===== src/rtl/countdown_sequencer.sv =====
// Countdown timer control: debounces the start/next buttons and sequences
// set -> arm -> run/pause -> done, driving counter strobes, display and LEDs.
module countdown_sequencer #(
  parameter int unsigned CLK_HZ          = 100_000_000,
  parameter int unsigned TICK_HZ         = 1,
  parameter int unsigned BLINK_HZ        = 2,
  parameter int unsigned DEBOUNCE_CYCLES = 1_000_000
) (
  input  logic        clk,
  input  logic        rst_n,
  input  logic        btnL,
  input  logic        btnR,
  input  logic [7:0]  sw,
  input  logic        count_is_zero,
  output logic [7:0]  load_value,
  output logic        cnt_load,
  output logic        cnt_enable,
  output logic        disp_enable,
  output logic        disp_sel,
  output logic [15:0] led,
  output logic [2:0]  state
);

  localparam int unsigned TICK_CNT  = CLK_HZ / TICK_HZ;
  localparam int unsigned BLINK_CNT = CLK_HZ / (2 * BLINK_HZ);
  localparam int unsigned PRE_W     = (TICK_CNT > 1) ? $clog2(TICK_CNT) : 1;
  localparam int unsigned BLK_W     = (BLINK_CNT > 1) ? $clog2(BLINK_CNT) : 1;
  localparam int unsigned DB_W      = (DEBOUNCE_CYCLES > 1) ? $clog2(DEBOUNCE_CYCLES) : 1;

  typedef enum logic [2:0] {
    S_IDLE   = 3'd0,
    S_SETVAL = 3'd1,
    S_ARMED  = 3'd2,
    S_RUN    = 3'd3,
    S_PAUSE  = 3'd4,
    S_DONE   = 3'd5
  } state_e;

  // Button front end: bit 0 = btnL (start), bit 1 = btnR (next)
  logic [1:0]      sync1_q, sync2_q, deb_q, deb_prev_q, pulse_q;
  logic [DB_W-1:0] db_cnt_q [2];
  logic            start_p, next_p;

  always_ff @(posedge clk or negedge rst_n) begin
    if (!rst_n) begin
      sync1_q    <= '0;
      sync2_q    <= '0;
      deb_q      <= '0;
      deb_prev_q <= '0;
      pulse_q    <= '0;
      for (int i = 0; i < 2; i++) db_cnt_q[i] <= '0;
    end else begin
      sync1_q    <= {btnR, btnL};
      sync2_q    <= sync1_q;
      deb_prev_q <= deb_q;
      pulse_q    <= deb_q & ~deb_prev_q;
      // Any cycle where the synchronized level agrees restarts the stability count
      for (int i = 0; i < 2; i++) begin
        if (sync2_q[i] == deb_q[i]) begin
          db_cnt_q[i] <= '0;
        end else if (db_cnt_q[i] == DB_W'(DEBOUNCE_CYCLES - 1)) begin
          deb_q[i]    <= sync2_q[i];
          db_cnt_q[i] <= '0;
        end else begin
          db_cnt_q[i] <= db_cnt_q[i] + DB_W'(1);
        end
      end
    end
  end

  assign start_p = pulse_q[0];
  assign next_p  = pulse_q[1];

  state_e           state_q, state_d;
  logic [7:0]       load_value_q, load_value_d;
  logic             cnt_load_q, cnt_load_d;
  logic             cnt_enable_q, cnt_enable_d;
  logic [PRE_W-1:0] presc_q, presc_d;
  logic [BLK_W-1:0] blink_q, blink_d;
  logic [15:0]      led_q, led_d;

  always_comb begin
    state_d      = state_q;
    load_value_d = load_value_q;
    cnt_load_d   = 1'b0;
    cnt_enable_d = 1'b0;
    presc_d      = presc_q;
    blink_d      = '0;
    led_d        = '0;

    if (state_q == S_SETVAL) load_value_d = sw;

    if (start_p) begin
      state_d = S_SETVAL;
    end else begin
      case (state_q)
        S_IDLE: ;
        S_SETVAL: begin
          if (next_p) begin
            state_d    = S_ARMED;
            cnt_load_d = 1'b1;
          end
        end
        S_ARMED: begin
          if (next_p) begin
            state_d = S_RUN;
            presc_d = '0;
          end
        end
        S_RUN: begin
          // Decrement gated at zero so the counter never wraps
          if (presc_q == PRE_W'(TICK_CNT - 1)) begin
            presc_d      = '0;
            cnt_enable_d = ~count_is_zero;
          end else begin
            presc_d = presc_q + PRE_W'(1);
          end
          if (count_is_zero)  state_d = S_DONE;
          else if (next_p)    state_d = S_PAUSE;
        end
        S_PAUSE: begin
          if (next_p) begin
            state_d = S_RUN;
            presc_d = '0;
          end
        end
        S_DONE: begin
          if (next_p) begin
            state_d    = S_ARMED;
            cnt_load_d = 1'b1;
          end
        end
        default: state_d = S_IDLE;
      endcase
    end

    // LED flash: all-ones on DONE entry, then toggle every BLINK_CNT cycles
    if (state_d == S_DONE) begin
      if (state_q != S_DONE) begin
        led_d = '1;
      end else if (blink_q == BLK_W'(BLINK_CNT - 1)) begin
        led_d = ~led_q;
      end else begin
        led_d   = led_q;
        blink_d = blink_q + BLK_W'(1);
      end
    end
  end

  always_ff @(posedge clk or negedge rst_n) begin
    if (!rst_n) begin
      state_q      <= S_IDLE;
      load_value_q <= '0;
      cnt_load_q   <= 1'b0;
      cnt_enable_q <= 1'b0;
      presc_q      <= '0;
      blink_q      <= '0;
      led_q        <= '0;
    end else begin
      state_q      <= state_d;
      load_value_q <= load_value_d;
      cnt_load_q   <= cnt_load_d;
      cnt_enable_q <= cnt_enable_d;
      presc_q      <= presc_d;
      blink_q      <= blink_d;
      led_q        <= led_d;
    end
  end

  assign load_value  = load_value_q;
  assign cnt_load    = cnt_load_q;
  assign cnt_enable  = cnt_enable_q;
  assign led         = led_q;
  assign state       = state_q;
  assign disp_enable = (state_q == S_ARMED) || (state_q == S_RUN) ||
                       (state_q == S_PAUSE) || (state_q == S_DONE);
  assign disp_sel    = (state_q == S_RUN) || (state_q == S_PAUSE) || (state_q == S_DONE);

endmodule

===== config.mk =====
export PLATFORM = sky130hd
export DESIGN_NAME = countdown_sequencer
export DESIGN_NICKNAME = d
export VERILOG_FILES = /design/src/rtl/countdown_sequencer.sv
export SDC_FILE = /design/constraint.sdc
export NUM_CORES = 1
export LEC_CHECK = 0
export CORE_MARGIN = 5
export CORE_UTILIZATION = 36
export CTS_CLUSTER_DIAMETER = 150
export DETAILED_ROUTE_END_ITERATION = 8
export SYNTH_ARGS = -nofsm -noshare
export SYNTH_HDL_FRONTEND = slang
export SYNTH_SLANG_ARGS = --single-unit

===== constraint.sdc =====
create_clock -name clk -period 2.35 [get_ports clk]
set_clock_uncertainty 0.1 [all_clocks]
set_input_delay 0.705 -clock clk [delete_from_list [all_inputs] [get_ports clk]]
set_output_delay 0.705 -clock clk [all_outputs]
set_load 0.01 [all_outputs]

==> impl_results.md, run 1 <==
- Global-route wire length before repair: 23.2 mm
- Syn_area_per_cell: 10.0 um2
- Detailed-route wire length per cell: 14.3 um
- Post-synth top area share: 52.4%
- Overall overflow remaining after global route: 0
- Die outline width: 142 um
- Data required time at the worst endpoint: 1.54 ns
- Critical path capture point type: primary output
- Achievable clock frequency: 435 MHz
- TritonCTS clock tree: built
- Final wirelength: 13.4 mm
- Slowest stage cell on the critical path: dfrtp_2
- Count of clock tree sinks: 131
- Hold Vio Cnt, Final: 0
- Worst r2r src: presc_q[0]$_DFFE_PN0P_
- Worst-case vdd ir drop: 0.000544 V
- Area used by multi-input combinational logic: 2850 um2
- Placed wire-length estimate after detailed placement: 9.44 mm
- Sequential standard cell area: 3280 um2
- H-tree levels: 4
- Root buffer selected by CTS: clkbuf_16
- Final weighted congestion in routability-driven placement: 0.836
- Synth Cell Area: 6260 um2
- Clk slew on worst S/H paths: 0.06 ns
- Starting utilization of the core area: 36.4%
- Number of input and output port buffers inserted: 43
- Pin count of the biggest net entering global routing: 41
- Number of filler instances in the final layout: 1657
- Fraction of final layout cells sized beyond drive strength 1: 12.9%
- Number of buffers added by the clock tree synthesis step: 17
- Max incr delay on CP: 0.43 ns
- Final sum of negative setup slack: 0 ns
- Full die area: 20100 um2
- Critical path class: reg -> out
- Final worst setup slack: 0.0507 ns
- Cells taking the most area after synthesis: dfrtp_1 (52%), xor2_1 (6.3%), nor2_1 (5.7%)
- Net count after synthesis: 640
- CP Max Fanout: 4
- Placeable core area: 17200 um2
- Chain of cells forming the critical path: buf_4 -> nor2b_4 -> nand2_2 -> nand2_1 -> clkdlybuf4s15_2
- Result of the run: finished, final reports clean
- Io pins: 44
- Initial antenna violation count: 0
- Worst Setup EP: disp_sel
- Startpoint type of the worst setup path: flop
- Number of DRC violations after detailed-routing iteration 0: 325
- HP Class: in -> async
- Post-route DRC: 0
- Global-route usage over all layers: 14.2%
- Top_reg_cell synth: dfrtp_1
- Worst hold slack after final layout: 0.153 ns
- Site Rows: 48
- Number of maximum-capacitance constraint violations: 0
- Leakage power total: 0.00329 uW
- Dpl ws: 0.0676 ns
- Via count of the first global-routing pass: 4883
- Power density over the cells: 645 nW/um2
- Number of nets in the layout: 717
- Arrival time at the worst endpoint: 1.49 ns
- Max transition margin: 58.1%
- Die Y: 142 um
- Share of synthesized registers carrying an async set or reset: 100%
- Length in cells of the worst reg-to-reg path: 6
- Yosys cell types: 50
- Via count: 4793
- Number of instances in the synthesized netlist: 623
- Diodes inserted: 0
- Clock tree buffer depth: 2
- Insertion delay of the later-clocked pin in the worst-skew pair: 0.42 ns
- Crit share post-route: 97.8%
- Count of flip-flops with a built-in enable after synthesis: 0
- Register-to-register setup slack: 0.11 ns
- Post-layout minimum cycle time: 2.30 ns
- Worst slew pin tran: 0.622 ns
- Final setup violation count: 0
- First-pass iteration count of the detailed router: 5
- End of the worst register-to-register path: presc_q[22]$_DFFE_PN0P_
- Final antenna-violating net count: 0
- Library cell with the largest summed area after synthesis: dfrtp_1
- Synth-to-layout area growth: 24.6%
- Number of warning messages in the yosys log: 0
- Count of state elements after synthesis: 131
- Pins Over Slew Limit: 0
- Sequential cell area fraction in the yosys report: 52.4%
- Startpoint of the most critical setup path: state[2]$_DFF_PN0_
- Ratio of routed vias to standard cells: 5.11
what timing repair did:
item,in CTS,in global routing
setup buffers,1,1
hold buffers,0,0
gates resized for setup,11,5
hold endpoints to repair,0,0
setup endpoints to repair,4,10
cell usage after synthesis (4+ instances only):
cell / number
o21ai_0: 13
xnor2_1: 39
dfrtp_1: 131
clkbuf_1: 11
and2_1: 6
a21oi_1: 29
nor2_1: 95
and3_1: 15
nand4_1: 21
or3_1: 9
inv_1: 16
nor3_1: 13
o22ai_1: 4
nor4_1: 14
xor2_1: 45
ha_1: 4
nand2_1: 43
and4_1: 12
buf_2: 5
mux2_2: 10
nor2b_1: 4
nand3_1: 42
cells in the final DEF (no fill, tap or decap), types with 17 or more instances in the layout:
master and instances:
nor2_1 95, nand4_1 21, a21oi_1 29, buf_4 29, xnor2_1 39, nand3_1 42, nand2_1 42, dfrtp_1 130
xor2_1 45, clkbuf_16 17, clkdlybuf4s50_1 38
power by group:
part	internal (uW)	switching (uW)	total, uW	leakage, uW
combinational	38.3	68.3	107	0.00120
sequential	2270	10.4	2280	0.00182
clock	1630	1010	2640	0.000279
total	3940	1090	5030	0.00329
kinds of logic after synthesis:
group	after synthesis	synth area share, %
DFF	131	52.4
and+or+nand+nor	298	25.0
muxes	11	1.96
xor gates and xnor gates	84	11.8
AOI/OAI and AO/OA	60	5.70
buffers and inverters	35	2.44
adders and majority gates	4	0.800
sequential cells by signal (all words and copies together), names as in the netlist:
signal      cells
db_cnt_q       40
presc_q        27
blink_q        25
led            16
load_value      8
state           3
deb_prev_q      2
deb_q           2
pulse_q         2
sync1_q         2
sync2_q         2
cnt_enable      1
cnt_load        1
worst min-delay path by stage:
| stage | cells after the start | start | to | slack, ns |
|---|---|---|---|---|
| 2_1_floorplan | 0 | sync1_q[0]$_DFF_PN0_ | sync2_q[0]$_DFF_PN0_ | 0.23 |
| 3_3_place_gp | 0 | sync1_q[0]$_DFF_PN0_ | sync2_q[0]$_DFF_PN0_ | 0.23 |
| 3_5_place_dp | 0 | sync1_q[1]$_DFF_PN0_ | sync2_q[1]$_DFF_PN0_ | 0.24 |
| 4_1_cts | 1 | rst_n | presc_q[9]$_DFFE_PN0P_ | 0.15 |
| 5_1_grt | 1 | rst_n | db_cnt_q[3]$_DFF_PN0_ | 0.18 |
| 6_report | 1 | rst_n | db_cnt_q[3]$_DFF_PN0_ | 0.15 |
per-stage QoR:
step | power (uW) | cells | instance area (um2) | utilization, %
floorplan | 2340 | 623 | 6260 | -
global placement | 2430 | 904 | 7150 | 41.6
detailed placement | 2430 | 904 | 7150 | 41.6
CTS | 5100 | 937 | 7770 | 45.3
global route | 5210 | 938 | 7800 | 45.4
finish | 5030 | 938 | 7800 | 45.4
area by class of cell:
type                            instances  area share [%]
Sequential cell                       131            42.0
Multi-Input combinational cell        457            36.6
Inverter                               17           0.818
Clock inverter                         13            1.92
Clock buffer                           19            5.81
Timing Repair Buffer                   76            9.21
Tap cell                              225            3.61
metal layers:
| layer | GRT usage (%) | routed length, um | share of wire, % | up-vias |
|---|---|---|---|---|
| met3 | 3.47 | 448 | 3.3 | 18 |
| met5 | 0 | 0 | 0 | - |
| met2 | 23.9 | 6780 | 50 | 91 |
| met4 | 6.67 | 278 | 2.1 | 0 |
| met1 | 17.0 | 5930 | 44 | 2360 |
| li1 | - | - | - | 2324 |
worst max-delay path, delay by kind of cell, from the launching register on:
family | cells | cell delay [ns]
buf+inv | 2 | 0.37
flops | 1 | 0.43
simple gates | 3 | 0.27
Power figures use the tool's default switching activity.
==> run 2: changes to the inputs <==
--- a/config.mk
+++ b/config.mk
@@ -9,6 +9,7 @@
 export CORE_UTILIZATION = 36
 export CTS_CLUSTER_DIAMETER = 150
 export DETAILED_ROUTE_END_ITERATION = 8
+export REMOVE_ABC_BUFFERS = 1
 export SYNTH_ARGS = -nofsm -noshare
 export SYNTH_HDL_FRONTEND = slang
 export SYNTH_SLANG_ARGS = --single-unit
==> run 2 against run 1 <==
Effect of this change: power fell by 2.1%; sequential power barely moved; global-route usage fell by 0.73 points; count of clock-buffer cells in the layout rose by 5; critical path type unchanged; worst setup slack improved by 0.030 ns.
==> impl_results.md, run 2 (synthesis results as in run 1) <==
- First-pass iteration count of the detailed router: 4 (was 5)
- Data required time at the worst endpoint: 1.54 ns (about the same)
- Worst slew pin tran: 0.501 ns (was 0.622 ns)
- Number of nets in the layout: 720 (was 717)
- Chain of cells forming the critical path: buf_4 -> clkdlybuf4s50_1 (was buf_4 -> nor2b_4 -> nand2_2 -> nand2_1 -> clkdlybuf4s15_2)
- CP Max Fanout: 3 (was 4)
- Arrival time at the worst endpoint: 1.46 ns (was 1.49 ns)
- Pin count of the biggest net entering global routing: 37 (was 41)
- Leading cell type in the layout, fill and taps excluded: dfrtp_1 (unchanged)
- Worst-case vdd ir drop: 0.000539 V (was 0.000544 V)
- Final wirelength: 12.9 mm (was 13.4 mm)
- Placeable core area: 17200 um2 (unchanged)
- Result of the run: finished, final reports clean (unchanged)
- Most used cells in the layout excluding fill and tap cells: dfrtp_1 (129), nor2_1 (95), xor2_1 (45) (was dfrtp_1 (130), nor2_1 (95), xor2_1 (45))
- HP Class: in -> async (unchanged)
- Comb power frac: 2.2% (was 2.1%)
- Leakage power total: 0.00331 uW (was 0.00329 uW)
- Proportion of total power due to net switching: 20.8% (was 21.7%)
- Max transition margin: 66.3% (was 58.1%)
- Initial antenna violation count: 0 (unchanged)
- Clock tree buffer depth: 2 (unchanged)
- Final std cell area, no fill: 7790 um2 (was 7800 um2)
- Final sum of negative setup slack: 0 ns (unchanged)
- Global-route track usage on met2: 20.8% (was 23.9%)
- Diodes inserted: 0 (unchanged)
- Top cell family by delay on the critical path: buffers and inverters (was flip-flops)
- Worst r2r src: presc_q[0]$_DFFE_PN0P_ (unchanged)
- End of the worst register-to-register path: presc_q[22]$_DFFE_PN0P_ (unchanged)
- Final antenna-violating net count: 0 (unchanged)
- Via count: 4748 (was 4793)
- Fraction of final layout cells sized beyond drive strength 1: 12.8% (was 12.9%)
- Pins Over Slew Limit: 0 (unchanged)
- Hold Vio Cnt, Final: 0 (unchanged)
- Share of total power in sequential cells: 46.3% (was 45.3%)
- Critical path class: reg -> out (unchanged)
- Root buffer selected by CTS: clkbuf_16 (unchanged)
- Register-to-register setup slack: 0.15 ns (was 0.11 ns)
- Global routing usage on met1: 18.3% (was 17.0%)
- Insertion delay of the later-clocked pin in the worst-skew pair: 0.42 ns (about the same)
- Final setup violation count: 0 (unchanged)
- Number of buffers added by the clock tree synthesis step: 17 (unchanged)
- Internal power component: 3900 uW (was 3940 uW)
- Max incr delay on CP: 0.55 ns (was 0.43 ns)
- Site Rows: 48 (unchanged)
- Critical path capture point type: primary output (unchanged)
- Clk slew on worst S/H paths: 0.06 ns (about the same)
- CTS hold repair buffers: 0 (unchanged)
- Top Registers: db_cnt_q x40, presc_q x27, blink_q x25 (unchanged)
- Number of maximum-capacitance constraint violations: 0 (unchanged)
- TritonCTS clock tree: built (unchanged)
- Achievable clock frequency: 441 MHz (was 435 MHz)
- Ratio of routed vias to standard cells: 5.05 (was 5.11)
- Die Y: 142 um (unchanged)
- H-tree levels: 4 (unchanged)
- Layer with the highest usage after global routing: met2 (unchanged)
- Max FFs per register: 40 (unchanged)
- Slowest stage cell on the critical path: clkdlybuf4s50_1 (was dfrtp_2)
- Die outline width: 142 um (unchanged)
- Placed wire-length estimate after detailed placement: 9.05 mm (was 9.44 mm)
- Fraction of power consumed by the clock network: 51.5% (was 52.6%)
- Synth-to-layout area growth: 24.4% (was 24.6%)
- Power density over the cells: 632 nW/um2 (was 645 nW/um2)
- Crit share post-route: 96.6% (was 97.8%)
- Post-route DRC: 0 (unchanged)
- Overall overflow remaining after global route: 0 (unchanged)
- Global-route wire length before repair: 22.1 mm (was 23.2 mm)
- Count of clock tree sinks: 131 (unchanged)
- Psw: 1030 uW (was 1090 uW)
- Full die area: 20100 um2 (unchanged)
- Final weighted congestion in routability-driven placement: 0.814 (was 0.836)
- Startpoint type of the worst setup path: flop (unchanged)
- Detailed-route wire length per cell: 13.7 um (was 14.3 um)
- Register with the highest flop count: db_cnt_q (unchanged)
- Number of DRC violations after detailed-routing iteration 0: 280 (was 325)
- Global Route met3 Usage: 4.04% (was 3.47%)
- Placement-stage cell area: 7170 um2 (was 7150 um2)
- Bufs and invs on worst path: 2 (unchanged)
- Starting utilization of the core area: 36.4% (unchanged)
- Via count of the first global-routing pass: 4560 (was 4883)
- Unrepaired setup endpoints after global routing: false
- Post-layout minimum cycle time: 2.27 ns (was 2.30 ns)
- Worst hold slack after final layout: 0.156 ns (was 0.153 ns)
- Global-route usage over all layers: 13.5% (was 14.2%)
- Io pins: 44 (unchanged)
- Length in cells of the worst reg-to-reg path: 6 (unchanged)
- Number of input and output port buffers inserted: 43 (unchanged)
-- run 2: how the worst max path moves through the flow --
stage	start	end	slack, ns	cells past startpoint
after global placement	count_is_zero	blink_q[21]$_DFF_PN0_	0.17	6
after CTS	state[2]$_DFF_PN0_	disp_sel	0.02	5
final	state[1]$_DFF_PN0_	state[1]	0.08	2
after detailed placement	presc_q[0]$_DFFE_PN0P_	presc_q[7]$_DFFE_PN0P_	0.13	6
after floorplan	db_cnt_q[2]$_DFF_PN0_	db_cnt_q[10]$_DFF_PN0_	-0.01	5
after global routing	presc_q[0]$_DFFE_PN0P_	presc_q[2]$_DFFE_PN0P_	0.03	6
-- run 2: repair_timing --
action,CTS,global route
pin swaps,0,2
setup buffers,2,2
endpoints found under the setup margin,3,6
resized for setup,7,3
-- run 2: through the flow --
step                      setup WS [ns]  std cells  util [%]  power (uW)
after floorplan                 -0.0135        605         -        2340
after global placement            0.168        905      41.8        2430
after detailed placement          0.125        905      41.8        2430
after CTS                        0.0241        939      45.3        4990
after global routing             0.0296        941      45.3        5120
final                            0.0807        941      45.3        4920
-- run 2: area by class of cell --
cell class / instances / area (um2)
clock buffers: 24 / 502
clock inverters: 8 / 75.1
fillers: 1610 / 9390
inverters: 17 / 63.8
multi-input cells: 457 / 2840
flip-flops and latches: 131 / 3280
well taps: 225 / 282
repair buffers: 79 / 748
-- run 2: worst register-to-register path, delay by kind of cell (launching register included) --
| family | cells | cell delay [ns] |
|---|---|---|
| compound gates | 1 | 0.15 |
| fa+ha+maj | 1 | 0.18 |
| flops | 1 | 0.35 |
| simple gates | 4 | 1.36 |
-- run 2: metal layers --
layer | up-vias | part of all wire, %
li1 | 2337 | -
met1 | 2300 | 49
met2 | 100 | 46
met3 | 11 | 4.1
met4 | 0 | 1.0
met5 | - | 0
-- run 2: power by group through the flow --
stage	logic, uW	clock network [uW]	registers, uW
CTS	114	2600	2280
global placement	109	0	2320
floorplan	24.5	0	2320
global route	128	2710	2280
finish	108	2540	2280
detailed placement	113	0	2320
==> run 3: changes to the inputs <==
--- a/config.mk
+++ b/config.mk
@@ -6,9 +6,10 @@
 export NUM_CORES = 1
 export LEC_CHECK = 0
 export CORE_MARGIN = 5
-export CORE_UTILIZATION = 36
+export CORE_UTILIZATION = 53
 export CTS_CLUSTER_DIAMETER = 150
 export DETAILED_ROUTE_END_ITERATION = 8
+export PLACE_DENSITY = 0.76
 export REMOVE_ABC_BUFFERS = 1
 export SYNTH_ARGS = -nofsm -noshare
 export SYNTH_HDL_FRONTEND = slang
==> run 3 against run 2 <==
Effect of this change: count of clock-buffer cells in the layout fell by 4; sequential cell count did not move; sequential power barely moved.
==> impl_results.md, run 3 (synthesis results as in run 1) <==
- Result of the run: finished, final reports clean (unchanged)
- Max incr delay on CP: 0.52 ns (was 0.55 ns)
- Layer with the highest usage after global routing: met2 (unchanged)
- Post-layout minimum cycle time: 2.29 ns (was 2.27 ns)
- First-pass iteration count of the detailed router: 7 (was 4)
- Insertion delay of the later-clocked pin in the worst-skew pair: 0.42 ns (about the same)
- Initial antenna violation count: 0 (unchanged)
- Register-to-register setup slack: 0.06 ns (was 0.15 ns)
- Number of buffers added by the clock tree synthesis step: 17 (unchanged)
- Post-route DRC: 0 (unchanged)
- HP Class: in -> async (unchanged)
- Number of DRC violations after detailed-routing iteration 0: 442 (was 280)
- Ratio of routed vias to standard cells: 5.67 (was 5.05)
- Worst r2r src: presc_q[1]$_DFFE_PN0P_ (was presc_q[0]$_DFFE_PN0P_)
- Startpoint type of the worst setup path: flop (unchanged)
- Hold Vio Cnt, Final: 0 (unchanged)
- Count of clock tree sinks: 131 (unchanged)
- Global routing usage on met1: 24.2% (was 18.3%)
- Register with the highest flop count: db_cnt_q (unchanged)
- Root buffer selected by CTS: clkbuf_16 (unchanged)
- Top Registers: db_cnt_q x40, presc_q x27, blink_q x25 (unchanged)
- Global Route met3 Usage: 5.11% (was 4.04%)
- Final setup violation count: 0 (unchanged)
- Pins Over Slew Limit: 0 (unchanged)
- Global-route usage over all layers: 19.4% (was 13.5%)
- Final wirelength: 13.0 mm (was 12.9 mm)
- Final weighted congestion in routability-driven placement: 0.843 (was 0.814)
- Arrival time at the worst endpoint: 2.52 ns (was 1.46 ns)
- Diodes inserted: 0 (unchanged)
- Final sum of negative setup slack: 0 ns (unchanged)
- Worst slew pin tran: 0.425 ns (was 0.501 ns)
- Most used cells in the layout excluding fill and tap cells: dfrtp_1 (131), nor2_1 (95), xor2_1 (45) (was dfrtp_1 (129), nor2_1 (95), xor2_1 (45))
- Critical path capture point type: flop (was primary output)
- Number of standard cells in the final layout excluding fillers: 854 (was 941)
- Number of input and output port buffers inserted: 43 (unchanged)
- Placeable core area: 11500 um2 (was 17200 um2)
- Placed wire-length estimate after detailed placement: 8.73 mm (was 9.05 mm)
- Io pins: 44 (unchanged)
- Via count of the first global-routing pass: 4999 (was 4560)
- Synth-to-layout area growth: 22.7% (was 24.4%)
- Overall overflow remaining after global route: 0 (unchanged)
- Starting utilization of the core area: 54.3% (was 36.4%)
- Global-route wire length before repair: 22.6 mm (was 22.1 mm)
- Leading cell type in the layout, fill and taps excluded: dfrtp_1 (unchanged)
- Detailed-route wire length per cell: 15.2 um (was 13.7 um)
- CTS hold repair buffers: 0 (unchanged)
- Chain of cells forming the critical path: ha_2 -> and4_4 -> nand2_1 -> or4_1 -> or4_1 -> a21oi_1 (was buf_4 -> clkdlybuf4s50_1)
- Final core utilization: 66.7% (was 45.3%)
- Power density over the cells: 658 nW/um2 (was 632 nW/um2)
- Crit share post-route: 97.5% (was 96.6%)
- Post-route total power: 5050 uW (was 4920 uW)
- Cell count after placement: 818 (was 905)
- Clock tree buffer depth: 2 (unchanged)
- Site Rows: 39 (was 48)
- Leakage power total: 0.00331 uW (about the same)
- Number of maximum-capacitance constraint violations: 0 (unchanged)
- Die Y: 119 um (was 142 um)
- Critical path class: reg -> reg (was reg -> out)
- H-tree levels: 4 (unchanged)
- Clk slew on worst S/H paths: 0.06 ns (about the same)
- CP Max Fanout: 4 (was 3)
- Via count: 4840 (was 4748)
- Worst-case vdd ir drop: 0.000458 V (was 0.000539 V)
- Slowest stage cell on the critical path: or4_1 (was clkdlybuf4s50_1)
- Max FFs per register: 40 (unchanged)
- Number of nets in the layout: 715 (was 720)
- Final antenna-violating net count: 0 (unchanged)
- Length in cells of the worst reg-to-reg path: 6 (unchanged)
- Max transition margin: 71.4% (was 66.3%)
- Die outline width: 119 um (was 142 um)
- Fraction of final layout cells sized beyond drive strength 1: 12.5% (was 12.8%)
- TritonCTS clock tree: built (unchanged)
- End of the worst register-to-register path: presc_q[22]$_DFFE_PN0P_ (unchanged)
- Global-route track usage on met2: 31.9% (was 20.8%)
- Achievable clock frequency: 437 MHz (was 441 MHz)
- Pin count of the biggest net entering global routing: 61 (was 37)
- Cell seen most often among critical-path stages: or4_1
- Worst hold slack after final layout: 0.0933 ns (was 0.156 ns)
- Full die area: 14100 um2 (was 20100 um2)
- Data required time at the worst endpoint: 2.58 ns (was 1.54 ns)
## run 3: repair_timing
action                                 4_1_cts  5_1_grt
gates resized for setup                      5        7
endpoints found under the hold margin        0        0
setup endpoints to repair                    3        5
buffers inserted                             2        2
## run 3: how the worst max path moves through the flow
| stage | from | cells after the start | end | slack [ns] |
|---|---|---|---|---|
| global placement | presc_q[0]$_DFFE_PN0P_ | 6 | presc_q[22]$_DFFE_PN0P_ | 0.14 |
| detailed placement | presc_q[0]$_DFFE_PN0P_ | 6 | presc_q[22]$_DFFE_PN0P_ | 0.06 |
| global route | presc_q[1]$_DFFE_PN0P_ | 6 | presc_q[22]$_DFFE_PN0P_ | -0.006 |
| CTS | state[2]$_DFF_PN0_ | 5 | disp_sel | 0.006 |
| floorplan | db_cnt_q[2]$_DFF_PN0_ | 5 | db_cnt_q[10]$_DFF_PN0_ | -0.01 |
| finish | presc_q[1]$_DFFE_PN0P_ | 6 | presc_q[22]$_DFFE_PN0P_ | 0.06 |
## run 3: cell type report
| cell class | instances | area, um2 |
|---|---|---|
| Multi-Input combinational cell | 457 | 2850 |
| Clock inverter | 12 | 158 |
| Tap cell | 143 | 179 |
| Inverter | 17 | 63.8 |
| Sequential cell | 131 | 3280 |
| Timing Repair Buffer | 74 | 703 |
| Fill cell | 877 | 3840 |
| Clock buffer | 20 | 447 |
## run 3: where the power goes
part | internal, uW | switching, uW | total [uW] | leakage (uW)
logic | 36.5 | 66.8 | 103 | 0.00121
registers | 2270 | 10.5 | 2280 | 0.00182
clock network | 1700 | 972 | 2670 | 0.000286
total | 4000 | 1050 | 5050 | 0.00331
## run 3: metal layers
| metal | up-vias | routed length [um] |
|---|---|---|
| met5 | - | 0 |
| li1 | 2324 | - |
| met2 | 105 | 6510 |
| met1 | 2385 | 5730 |
| met4 | 0 | 221 |
| met3 | 26 | 505 |
## run 3: critical path: cells and delay by family (launching register included)
family	cells	cell delay (ns)
flip-flops	1	0.40
AND/OR/NAND/NOR	4	1.32
AO/OA/AOI/OAI	1	0.17
adder cells (fa/ha/maj)	1	0.22
## run 3: per-stage QoR
step           setup WS, ns  area, um2
3_3_place_gp          0.139       7020
5_1_grt            -0.00592       7680
2_1_floorplan       -0.0135       6170
4_1_cts             0.00578       7640
3_5_place_dp         0.0616       7020
6_report             0.0591       7680
